[config.mk]
export PLATFORM = sky130hd
export DESIGN_NAME = aq_lsu_amo_wb
export DESIGN_NICKNAME = d
export VERILOG_FILES = /design/src/rtl/aq_lsu_amo_wb.sv
export SDC_FILE = /design/constraint.sdc
export NUM_CORES = 1
export LEC_CHECK = 0
export BUFFER_PORTS_ARGS = -buffer_cell sky130_fd_sc_hd__buf_4
export CAP_MARGIN = 20
export CORE_MARGIN = 4
export CORE_UTILIZATION = 25
export DETAILED_ROUTE_END_ITERATION = 8
export GPL_TIMING_DRIVEN = 0
export SLEW_MARGIN = 20
export SYNTH_ARGS = -nofsm -noshare
export SYNTH_HDL_FRONTEND = slang
export SYNTH_SLANG_ARGS = --single-unit
[constraint.sdc]
create_clock -name amo_clk -period 2.21 [get_ports amo_clk]
set_clock_uncertainty 0.05 [all_clocks]
set_input_delay 0.1105 -clock amo_clk [delete_from_list [all_inputs] [get_ports amo_clk]]
set_output_delay 0.1105 -clock amo_clk [all_outputs]
set_load 0.02 [all_outputs]
[src/rtl/aq_lsu_amo_wb.sv]
// AMO result write-back buffer: formats ALU results into store-buffer entries
// and holds them in a 2-entry FIFO until the store buffer grants the head.
module aq_lsu_amo_wb #(
    parameter logic [1:0] WORD  = 2'b10,
    parameter logic [1:0] DWORD = 2'b11
) (
    input  logic        amo_clk,
    input  logic        cpurst_b,
    input  logic        da_amo_src_vld,
    input  logic [1:0]  da_amo_alu_size,
    input  logic        da_amo_addr2,
    input  logic        amo_alu_stb_rst_vld,
    input  logic [1:0]  amo_alu_stb_id,
    input  logic [63:0] amo_alu_stb_rst,
    input  logic        stb_amo_wb_grant,
    input  logic        lsu_amo_wb_flush,
    output logic        amo_wb_stb_vld,
    output logic [1:0]  amo_wb_stb_id,
    output logic [63:0] amo_wb_stb_data,
    output logic [7:0]  amo_wb_stb_bytes_vld,
    output logic        amo_wb_full,
    output logic        amo_wb_busy,
    output logic        amo_wb_ovf
);

    localparam int unsigned DATA_W  = 64;
    localparam int unsigned HALF_W  = 32;
    localparam int unsigned BYTE_W  = 8;
    localparam int unsigned ID_W    = 2;
    localparam int unsigned SIZE_W  = 2;
    localparam int unsigned CNT_W   = 2;
    localparam int unsigned DEPTH   = 2;

    localparam logic [CNT_W-1:0] CNT_EMPTY = 2'd0;
    localparam logic [CNT_W-1:0] CNT_ONE   = 2'd1;
    localparam logic [CNT_W-1:0] CNT_FULL  = 2'd2;

    logic [SIZE_W-1:0] r_attr_size;
    logic              r_attr_addr2;
    logic [CNT_W-1:0]  r_cnt;
    logic              r_wptr;
    logic              r_rptr;
    logic              r_ovf;
    logic [ID_W-1:0]   r_id    [DEPTH];
    logic [DATA_W-1:0] r_data  [DEPTH];
    logic [BYTE_W-1:0] r_bytes [DEPTH];

    logic [DATA_W-1:0] w_push_data;
    logic [BYTE_W-1:0] w_push_bytes;
    logic              w_pop;
    logic              w_push_ok;
    logic              w_drop;
    logic [CNT_W-1:0]  w_cnt_nxt;

    // Issue-time attributes, consumed by the result push one cycle later
    always_ff @(posedge amo_clk or negedge cpurst_b) begin
        if (!cpurst_b) begin
            r_attr_size  <= '0;
            r_attr_addr2 <= 1'b0;
        end else if (da_amo_src_vld) begin
            r_attr_size  <= da_amo_alu_size;
            r_attr_addr2 <= da_amo_addr2;
        end
    end

    // Lane formatting: a word result is replicated into both halves
    always_comb begin
        w_push_data  = amo_alu_stb_rst;
        w_push_bytes = 8'hFF;
        case (r_attr_size)
            WORD: begin
                w_push_data  = {amo_alu_stb_rst[HALF_W-1:0], amo_alu_stb_rst[HALF_W-1:0]};
                w_push_bytes = r_attr_addr2 ? 8'hF0 : 8'h0F;
            end
            DWORD: begin
                w_push_data  = amo_alu_stb_rst;
                w_push_bytes = 8'hFF;
            end
            default: begin
                w_push_data  = amo_alu_stb_rst;
                w_push_bytes = 8'hFF;
            end
        endcase
    end

    assign w_pop     = (r_cnt != CNT_EMPTY) & stb_amo_wb_grant;
    assign w_push_ok = amo_alu_stb_rst_vld & ((r_cnt != CNT_FULL) | w_pop);
    assign w_drop    = amo_alu_stb_rst_vld & (r_cnt == CNT_FULL) & ~w_pop & ~lsu_amo_wb_flush;

    always_comb begin
        w_cnt_nxt = r_cnt;
        case ({w_push_ok, w_pop})
            2'b10:   w_cnt_nxt = r_cnt + CNT_ONE;
            2'b01:   w_cnt_nxt = r_cnt - CNT_ONE;
            default: w_cnt_nxt = r_cnt;
        endcase
    end

    // When full with a pop, wptr already points at the slot being freed
    always_ff @(posedge amo_clk or negedge cpurst_b) begin
        if (!cpurst_b) begin
            for (int i = 0; i < DEPTH; i++) begin
                r_id[i]    <= '0;
                r_data[i]  <= '0;
                r_bytes[i] <= '0;
            end
        end else if (w_push_ok && !lsu_amo_wb_flush) begin
            r_id[r_wptr]    <= amo_alu_stb_id;
            r_data[r_wptr]  <= w_push_data;
            r_bytes[r_wptr] <= w_push_bytes;
        end
    end

    always_ff @(posedge amo_clk or negedge cpurst_b) begin
        if (!cpurst_b) begin
            r_cnt  <= CNT_EMPTY;
            r_wptr <= 1'b0;
            r_rptr <= 1'b0;
        end else if (lsu_amo_wb_flush) begin
            r_cnt  <= CNT_EMPTY;
            r_wptr <= 1'b0;
            r_rptr <= 1'b0;
        end else begin
            r_cnt <= w_cnt_nxt;
            if (w_push_ok) begin
                r_wptr <= ~r_wptr;
            end
            if (w_pop) begin
                r_rptr <= ~r_rptr;
            end
        end
    end

    // Overflow is sticky until reset; flush leaves it alone
    always_ff @(posedge amo_clk or negedge cpurst_b) begin
        if (!cpurst_b) begin
            r_ovf <= 1'b0;
        end else if (w_drop) begin
            r_ovf <= 1'b1;
        end
    end

    assign amo_wb_stb_vld       = (r_cnt != CNT_EMPTY);
    assign amo_wb_stb_id        = r_id[r_rptr];
    assign amo_wb_stb_data      = r_data[r_rptr];
    assign amo_wb_stb_bytes_vld = r_bytes[r_rptr];
    assign amo_wb_full          = (r_cnt == CNT_FULL);
    assign amo_wb_busy          = (r_cnt != CNT_EMPTY);
    assign amo_wb_ovf           = r_ovf;

endmodule

==> metrics.txt, run 1 <==
outcome finished, final reports clean; main flop type after synthesis dfrtp_1; Multi-input gate area 2880 sq um; Synth top area share 53.9%; initial antenna violation count 0; Max Cap Viol 0; num rows 59; number of synthesized flops with an enable pin 0; Synth Cell Area 6680 sq um; Ys Warns 0; ys async rst share 100%; r2r startpoint r_cnt[1]; gr ovfl total 0; Worst Setup Start Kind flop; pwr dens 977 nW/um^2; net count after synthesis 518; CTS Root Cell clkbuf_16; Setup Crit Path Kind flop to flop; Pre-Repair DR Iteration Count 4; Most Crowded Layer GR met2; register area share after synthesis 53.9%; synth unique cells 25; antenna viol nets, final 0; Slowest Stage Delay on Critical Path 0.47 ns; die area 29400 sq um; dpl hpwl 11.8 mm; # setup viols final 0; FF+latch area 3600 sq um; static leakage 4.09 nW; I/O pins 153; worst skew pair latency 0.41 ns; fillcell total 2543; crit path capture type flop; crit share post-route 94.2%; total CTS buffers 17; first-pass GRT wire length 27.4 mm; worst path buffer plus inverter count 3; CP max stage cell or4b_1; cell mode on critical path buf_6; Crit Reg-Reg Endpoint r_data[69]; reg2reg setup slack 0.13 ns; Top delay family on crit path simple AND/OR/NAND/NOR gates; Final Hold Viols 0; WP data required 2.46 ns; Synth Instances 443; hold endpoint r_data[97]; largest area contributor in the netlist dfrtp_1; Layout area overhead 39.3%; Clock Sink Count 144; DR iter-0 viols 92; Clock transition at path regs 0.06 ns; HP Start amo_alu_stb_rst[33]; Initial Utilization 25.5%; Max Fanout on Critical Path 10; worst min path class input pin to flop; wire length per cell 17.3 um; Layout Nets 733; Die H 171 um; met1 Usage GRT 15.7%; Max VDD drop 422 uV; Finished Core Util 35.5%; GR Util met3 3.59%; Synth Register Bits 144; vias in the first global route 4781; largest net degree at the start of global routing 78; synth top area cells dfrtp_1, mux2_2, mux2_4; design area 9310 sq um; Max Fclk 480 MHz; vias 4302; dpl cell area 8280 sq um; Slew Viols, Final 0; Final min period 2.08 ns; CP Cell Sequence nor3b_2, or4b_1, buf_2, buf_6, buf_6, mux2_4; worst slew margin relative to its limit 63.3%; Bufs on Longest Clock Path 2; port buffer count 152; total core area 26200 sq um; Die X 171 um; share of layout cells above drive strength 1 68.0%; met2 usage in global routing 20.4%; H-tree levels 4; antenna cells 0; total length of routed wires 17.3 mm; Overall Global Routing Usage 12.2%; worst r2r path cells 6; Hold Path Depth 3; RePlAce Congestion 0.704; via/cell ratio 4.28; Mapped Avg Cell Area 15.1 sq um; worst slew pin tran 0.551 ns; unrepaired setup endpoints after global routing no; DR DRC count 0; CTS tree built; Post-CTS Setup Repair Bufs 0; CP arrival 2.33 ns
## Yosys cell counts, types with 2 or more instances
cell / number
buf_1: 7
nand2b_1: 2
mux2_4: 9
nor2b_1: 4
buf_4: 8
mux2_2: 230
buf_6: 2
o21ai_0: 2
buf_2: 12
dfrtp_1: 144
clkbuf_1: 6
nand2_1: 4
## cell usage in the layout (no fill, tap or decap), types with 2 or more instances in the layout
master / count
mux2_2: 230
buf_4: 160
dfrtp_1: 144
dlygate4sd3_1: 44
clkbuf_16: 17
buf_2: 14
mux2_4: 9
buf_6: 6
clkbuf_2: 5
nor2b_1: 4
nand2_1: 4
clkbuf_8: 4
clkbuf_1: 4
nand2b_1: 2
o21ai_0: 2
clkinvlp_4: 2
clkinv_2: 2
## cell families (layout without fill, tap and decap cells)
kind of cell,count (synthesis),count (layout),share of synthesized area [%]
multiplexers,240,240,40.9
flip-flops,144,144,53.9
buffers and inverters,36,262,2.92
AND/OR/NAND/NOR,16,16,1.50
AO/OA/AOI/OAI,6,6,0.599
XOR/XNOR,1,1,0.131
## what timing repair did
item,in CTS,in global routing
gates cloned,0,0
pin swaps,0,1
hold buffers,44,0
gates resized for setup,26,4
endpoints found under the hold margin,143,0
endpoints found under the setup margin,134,40
## layout make-up
type / instances / share of cell area [%]
Tap cell: 335 / 4.50
Clock inverter: 5 / 0.591
Timing Repair Buffer: 197 / 17.4
Buffer: 34 / 2.47
Clock buffer: 25 / 5.32
Sequential cell: 144 / 38.7
Inverter: 1 / 0.0403
Multi-Input combinational cell: 263 / 31.0
## worst reg2reg max path, delay by kind of cell (launching register included)
kind	cells	cell delay (ns)
simple gates	2	0.67
buf+inv	3	0.53
flops	1	0.43
mux	1	0.31
## metrics by stage
step           cells  setup WS (ns)  hold WS (ns)  setup TNS, ns  total power, mW
6_report        1004          0.129        0.0256              0             9.09
5_1_grt         1004        0.00686       0.00848              0             9.65
4_1_cts         1005        0.00142       0.00265              0             9.26
3_5_place_dp     931         -0.432        0.0552         -26.59             6.39
3_3_place_gp     930         -0.438         0.280         -25.74             6.34
2_1_floorplan    443          0.301        -0.235              0             5.33
## where the power goes
part           switching, mW  internal [mW]  leakage, nW
clock network           1.07           1.65        0.265
registers              0.310           3.32         1.71
logic                   1.21           1.53         2.11
## how the worst max path moves through the flow
stage | start | to | slack [ns] | depth (start not counted)
3_5_place_dp | r_attr_size[0] | r_data[112] | -0.43 | 5
3_3_place_gp | r_attr_size[0] | r_data[45] | -0.44 | 5
2_1_floorplan | r_cnt[1] | r_data[66] | 0.30 | 6
4_1_cts | r_rptr | amo_wb_stb_bytes_vld[7] | 0.001 | 5
5_1_grt | r_cnt[1] | r_data[62] | 0.007 | 6
6_report | r_cnt[1] | r_data[69] | 0.13 | 6
## registers in the layout (all words and copies together), names as in the netlist
name / count
r_attr_addr2: 1
r_cnt: 2
r_id: 4
amo_wb_ovf: 1
r_rptr: 1
r_attr_size: 2
r_wptr: 1
r_data: 128
r_bytes: 4
## per-layer routing
| layer | up-vias | wire [um] |
|---|---|---|
| met5 | - | 0 |
| met4 | 0 | 128 |
| met3 | 10 | 845 |
| met2 | 93 | 8440 |
| met1 | 2176 | 7910 |
| li1 | 2023 | - |
(Power assumes the default switching activity.)
==> run 2: changes to the inputs <==
--- a/config.mk
+++ b/config.mk
@@ -5,10 +5,11 @@
 export SDC_FILE = /design/constraint.sdc
 export NUM_CORES = 1
 export LEC_CHECK = 0
+export ABC_AREA = 1
 export BUFFER_PORTS_ARGS = -buffer_cell sky130_fd_sc_hd__buf_4
 export CAP_MARGIN = 20
 export CORE_MARGIN = 4
-export CORE_UTILIZATION = 25
+export CORE_UTILIZATION = 40
 export DETAILED_ROUTE_END_ITERATION = 8
 export GPL_TIMING_DRIVEN = 0
 export SLEW_MARGIN = 20
==> run 2 against run 1 <==
Net effect: non-clock buffer count rose by 57; area after synthesis fell by 2.4%; clock-buffer cell count rose by 2; register-to-register slack improved by 0.21 ns; core utilization rose by 23 points; final area barely moved; critical path depth did not move; setup slack improved by 0.054 ns; wire length rose by 17%; clock power fell by 1%; cell count rose by 29%; critical endpoint is now amo_wb_stb_bytes_vld[3]; largest power group unchanged; highest routed layer unchanged.
==> metrics.txt, run 2 <==
Worst Setup Start Kind flop; Die H 136 um (-21%); Layout Nets 1144 (+56%); Max Fclk 493 MHz (+2.6%); DR iter-0 viols 415 (+350%); antenna cells 0 (unchanged); Ys Warns 0 (unchanged); Die X 136 um (-21%); CP arrival 1.87 ns (-0.46 ns); worst skew pair latency 0.41 ns (about the same); r2r startpoint r_cnt[0]; I/O pins 153 (unchanged); max reg flops 128 (unchanged); Slew Viols, Final 0 (unchanged); gr ovfl total 0 (unchanged); worst min path class input pin to flop; wire length per cell 15.6 um (-9.8%); worst slew margin relative to its limit 55.9% (-7.4 points); vias 6277 (+46%); RePlAce Congestion 0.787 (+12%); die area 18400 sq um (-37%); Multi-input gate area 2440 sq um (-15%); DR DRC count 0 (unchanged); Overall Global Routing Usage 22.9% (+11 points); crit share post-route 91.8% (-2.4 points); # setup viols final 0 (unchanged); static leakage 4.88 nW (+19%); first-pass GRT wire length 32.7 mm (+19%); largest registers r_data x128, r_bytes x4, r_id x4; initial antenna violation count 0 (unchanged); unrepaired setup endpoints after global routing no; WP data required 2.05 ns (-0.41 ns); most common cell in the netlist nand2_1; ys async rst share 100% (unchanged); net count after synthesis 895 (+73%); dpl hpwl 13.6 mm (+15%); largest area contributor in the netlist dfrtp_1; H-tree levels 4 (unchanged); port buffer count 152 (unchanged); Max Cap Viol 0 (unchanged); Max VDD drop 572 uV (+35%); worst slew pin tran 0.662 ns (+0.111 ns); Bufs on Longest Clock Path 2 (unchanged); pwr dens 948 nW/um^2 (-2.9%); total CTS buffers 17 (unchanged); Max Fanout on Critical Path 10 (unchanged); crit path capture type primary output; Post-CTS Setup Repair Bufs 0 (unchanged); Initial Utilization 40.9% (+15 points); via/cell ratio 4.84 (+13%); total length of routed wires 20.2 mm (+17%); Final min period 2.03 ns (-0.0536 ns); setup TNS 0 ns (unchanged); share of layout cells above drive strength 1 20.8% (-47 points); number of synthesized flops with an enable pin 0 (unchanged); CTS tree built; HP Start stb_amo_wb_grant; main flop type after synthesis dfrtp_1; reg2reg setup slack 0.34 ns (+0.21 ns); synth unique cells 22 (-12%); antenna viol nets, final 0 (unchanged); register area share after synthesis 55.3% (+1.3 points); largest net degree at the start of global routing 76 (-2.6%); synth top area cells dfrtp_1, nand2_1, o21ai_0; outcome finished, final reports clean; worst-case hold slack 0.0133 ns (-0.0122 ns); commonest non-fill, non-tap cell in the layout nand2_1; Largest Register r_data; fillcell total 1544 (-39%); commonest cells in the netlist nand2_1, dfrtp_1, o21ai_0, o21ai_1, inv_1; Mapped Avg Cell Area 7.95 sq um (-47%); Pre-Repair DR Iteration Count 5 (+1); Worst setup startpoint r_rptr; CTS Root Cell clkbuf_16; Synth Instances 820 (+85%); Synth top area share 55.3% (+1.3 points); Setup Crit Path Kind flop to primary output; Synth Register Bits 144 (unchanged); total core area 15900 sq um (-39%); Synth Cell Area 6520 sq um (-2.4%); Clock transition at path regs 0.06 ns (about the same); Clock Sink Count 144 (unchanged); num rows 46 (-22%); Final Hold Viols 0 (unchanged); FF+latch area 3600 sq um (unchanged); most frequent cells in the layout nand2_1, buf_4, dfrtp_1; vias in the first global route 6386 (+34%); Layout area overhead 42.8%
-- run 2: final timing paths --
path | endpoint | cells after the start
worst max-delay path | amo_wb_stb_bytes_vld[3] | 6
worst min-delay path | r_rptr | 3
worst max register to register | r_data[84] | 6
worst min register to register | amo_wb_ovf | 1
max in group asynchronous | r_data[94] | 3
min in group asynchronous | r_data[10] | 2
-- run 2: cells by family (layout without fill, tap and decap cells) --
| kind of cell | after synthesis | count (layout) | synth area share, % |
|---|---|---|---|
| simple gates | 401 | 401 | 23.9 |
| mux | 1 | 1 | 0.173 |
| compound gates | 173 | 173 | 13.3 |
| flops | 144 | 144 | 55.3 |
| buf+inv | 101 | 363 | 7.29 |
-- run 2: per-stage QoR --
stage               instances  util, %  total power, mW  worst slack (ns)  instance area (sq um)
floorplan                 820        -             5.03             0.740                   6520
global placement         1188     49.7             6.04             0.249                   7930
detailed placement       1189     50.0             6.09             0.262                   7970
CTS                      1299     58.4             8.89           0.00228                   9310
global route             1298     58.4             9.36            0.0474                   9310
finish                   1298     58.4             8.83             0.182                   9310
-- run 2: area by class of cell --
cell class	instances	share of cell area (%)
plain buffers	57	3.41
clock buffers	27	5.73
clock inverters	5	0.269
inverters	43	1.73
multi-input cells	575	26.2
flip-flops and latches	144	38.7
well taps	216	2.90
repair buffers	231	21.0
-- run 2: power breakdown --
part           internal, mW  total (mW)  switching, mW
Combinational          1.10        2.60           1.50
Clock                  1.64        2.68           1.04
Sequential             3.24        3.56          0.312
Total                  5.98        8.83           2.85
-- run 2: per-layer routing --
metal  vias to the layer above  global-route usage, %  part of all wire (%)
met2                       163                   37.0                    49
li1                       3077                      -                     -
met1                      3006                   31.3                    45
met5                         -                      0                     0
met4                         0                   8.57                   2.1
met3                        31                   3.42                   4.1
-- run 2: repair_timing --
item                                   CTS  global route
endpoints found under the hold margin  207             0
hold buffers                            78             0
pin swaps                                0             0
gates resized for setup                  4             4
setup endpoints to repair               28            38
-- run 2: critical path: stages, from the launching register on --
cell and delay (ns):
dfrtp_1 0.46, inv_2 0.16, clkbuf_2 0.32, nand2_1 0.09
nand2_1 0.16, buf_4 0.14, buf_4 0.12
==> run 3: changes to the inputs <==
--- a/config.mk
+++ b/config.mk
@@ -12,6 +12,7 @@
 export CORE_UTILIZATION = 40
 export DETAILED_ROUTE_END_ITERATION = 8
 export GPL_TIMING_DRIVEN = 0
+export REMOVE_ABC_BUFFERS = 1
 export SLEW_MARGIN = 20
 export SYNTH_ARGS = -nofsm -noshare
 export SYNTH_HDL_FRONTEND = slang
==> run 3 against run 2 <==
Net effect: critical path type unchanged; wire length shrank 17%; die area is the same; sequential share of layout area grew 0.53 points; via count shrank 7.9%; largest cell class unchanged; largest power group unchanged.
==> metrics.txt, run 3 (synthesized netlist as in run 2, its figures left out) <==
total CTS buffers 17 (unchanged); Largest Register r_data; crit path capture type primary output; Setup WS post-layout 0.139 ns (-0.0433 ns); outcome finished, final reports clean; RePlAce Congestion 0.746 (-5.2%); max reg flops 128 (unchanged); Bufs on Longest Clock Path 2 (unchanged); vias in the first global route 5510 (-14%); Multi-input gate area 2470 sq um (+1.1%); I/O pins 153 (unchanged); fillcell total 1504 (-2.6%); via/cell ratio 4.64 (-4.1%); CP max stage cell dfrtp_4; CTS Root Cell clkbuf_16; Pre-Repair DR Iteration Count 4 (-1); largest registers r_data x128, r_bytes x4, r_id x4; gr ovfl total 0 (unchanged); port buffer count 152 (unchanged); H-tree levels 4 (unchanged); # setup viols final 0 (unchanged); Slowest Stage Delay on Critical Path 0.61 ns (+0.15 ns); Layout Nets 1093 (-4.5%); unrepaired setup endpoints after global routing no; CTS tree built; vias 5782 (-7.9%); wire length per cell 13.5 um (-13%); Max VDD drop 523 uV (-8.5%); placed insts 1135 (-4.5%); worst slew margin relative to its limit 49.7% (-6.1 points); total length of routed wires 16.8 mm (-17%); Die H 136 um (unchanged); worst skew pair latency 0.42 ns (about the same); cell mode on critical path nand2_1; FF+latch area 3610 sq um (+0.10%); initial antenna violation count 0 (unchanged); DR DRC count 0 (unchanged); Max Fanout on Critical Path 70 (+60); Worst Setup Start Kind flop; Final Hold Viols 0 (unchanged); dpl ws 0.0262 ns (-0.235 ns); largest net degree at the start of global routing 75 (-1.3%); Die X 136 um (unchanged); pwr dens 970 nW/um^2 (+2.2%); commonest non-fill, non-tap cell in the layout nand2_1; worst min path class input pin to asynchronous set/reset pin; DR iter-0 viols 353 (-15%); worst-case hold slack 0.185 ns (+0.172 ns); worst slew pin tran 0.750 ns (+0.0880 ns); CP arrival 1.91 ns (+0.04 ns); antenna viol nets, final 0 (unchanged); Max Cap Viol 0 (unchanged); die area 18400 sq um (unchanged); crit share post-route 93.7% (+2.0 points); total core area 15900 sq um (unchanged); Clock Sink Count 144 (unchanged); Setup Crit Path Kind flop to primary output; Final min period 2.07 ns (+0.0433 ns); antenna cells 0 (unchanged); WP data required 2.05 ns (about the same); static leakage 4.78 nW (-2.0%); CP Cell Sequence buf_12, inv_16, nand2_1, nand2_1, buf_4; final std cells w/o fill 1247 (-3.9%); Max Fclk 483 MHz (-2.1%); share of layout cells above drive strength 1 19.5% (-1.3 points); Initial Utilization 40.9% (unchanged); most frequent cells in the layout nand2_1, buf_4, dfrtp_1; Slew Viols, Final 0 (unchanged); first-pass GRT wire length 27.1 mm (-17%); Clock transition at path regs 0.06 ns (about the same); dpl hpwl 9.59 mm (-29%); Layout area overhead 41.0%; num rows 46 (unchanged); Overall Global Routing Usage 18.5% (-4.4 points)
-- run 3: worst paths after layout --
check                           depth (start not counted)           start  slack (ns)                      end
max in group asynchronous                               3        cpurst_b        1.16                   r_rptr
worst min register to register                          1      amo_wb_ovf        0.42               amo_wb_ovf
min in group amo_clk                                    3  da_amo_src_vld        0.40             r_attr_addr2
worst max-delay path                                    5          r_rptr        0.14  amo_wb_stb_bytes_vld[7]
worst max register to register                          6        r_cnt[1]        0.40              r_data[101]
worst min-delay path                                    2        cpurst_b        0.19               r_data[45]
-- run 3: repair_timing --
item                                   in CTS  in global routing
setup buffers                               1                  0
cloned                                      0                  1
hold buffers                               78                  0
setup endpoints to repair                  74                 19
endpoints found under the hold margin     209                  0
pin swaps                                   0                  0
resized for setup                           4                  0
-- run 3: layout make-up --
cell class                 instances  share of cell area, %
clock buffer                      23                   5.42
tap                              216                   2.94
clock inverter                     9                   1.14
sequential                       144                   39.2
timing repair buffer             236                   22.5
inverter                          43                   1.93
multi-input combinational        576                   26.9
-- run 3: routing by layer --
layer | vias up | GRT usage (%) | share of wire [%]
met1 | 2665 | 24.4 | 46
li1 | 2972 | - | -
met5 | - | 0 | 0
met4 | 0 | 5.77 | 1.4
met2 | 125 | 30.2 | 48
met3 | 20 | 4.68 | 5.1
-- run 3: worst max-delay path: cells and delay by family (launching register included) --
family / cells / cell delay (ns)
buf+inv: 3 / 0.64
flops: 1 / 0.61
simple gates: 2 / 0.21
-- run 3: power breakdown --
group / switching [mW] / internal [mW] / total (mW)
registers: 0.332 / 3.25 / 3.58
logic: 1.40 / 1.05 / 2.44
clock network: 1.09 / 1.81 / 2.89
-- run 3: through the flow --
| step | cell area [sq um] | power [mW] | utilization (%) | TNS [ns] |
|---|---|---|---|---|
| 2_1_floorplan | 6210 | 4.94 | - | -39.60 |
| 3_3_place_gp | 7620 | 5.90 | 47.8 | -280.53 |
| 3_5_place_dp | 7770 | 5.95 | 48.7 | 0 |
| 4_1_cts | 9180 | 9.01 | 57.6 | 0 |
| 5_1_grt | 9190 | 9.46 | 57.7 | 0 |
| 6_report | 9190 | 8.92 | 57.7 | 0 |
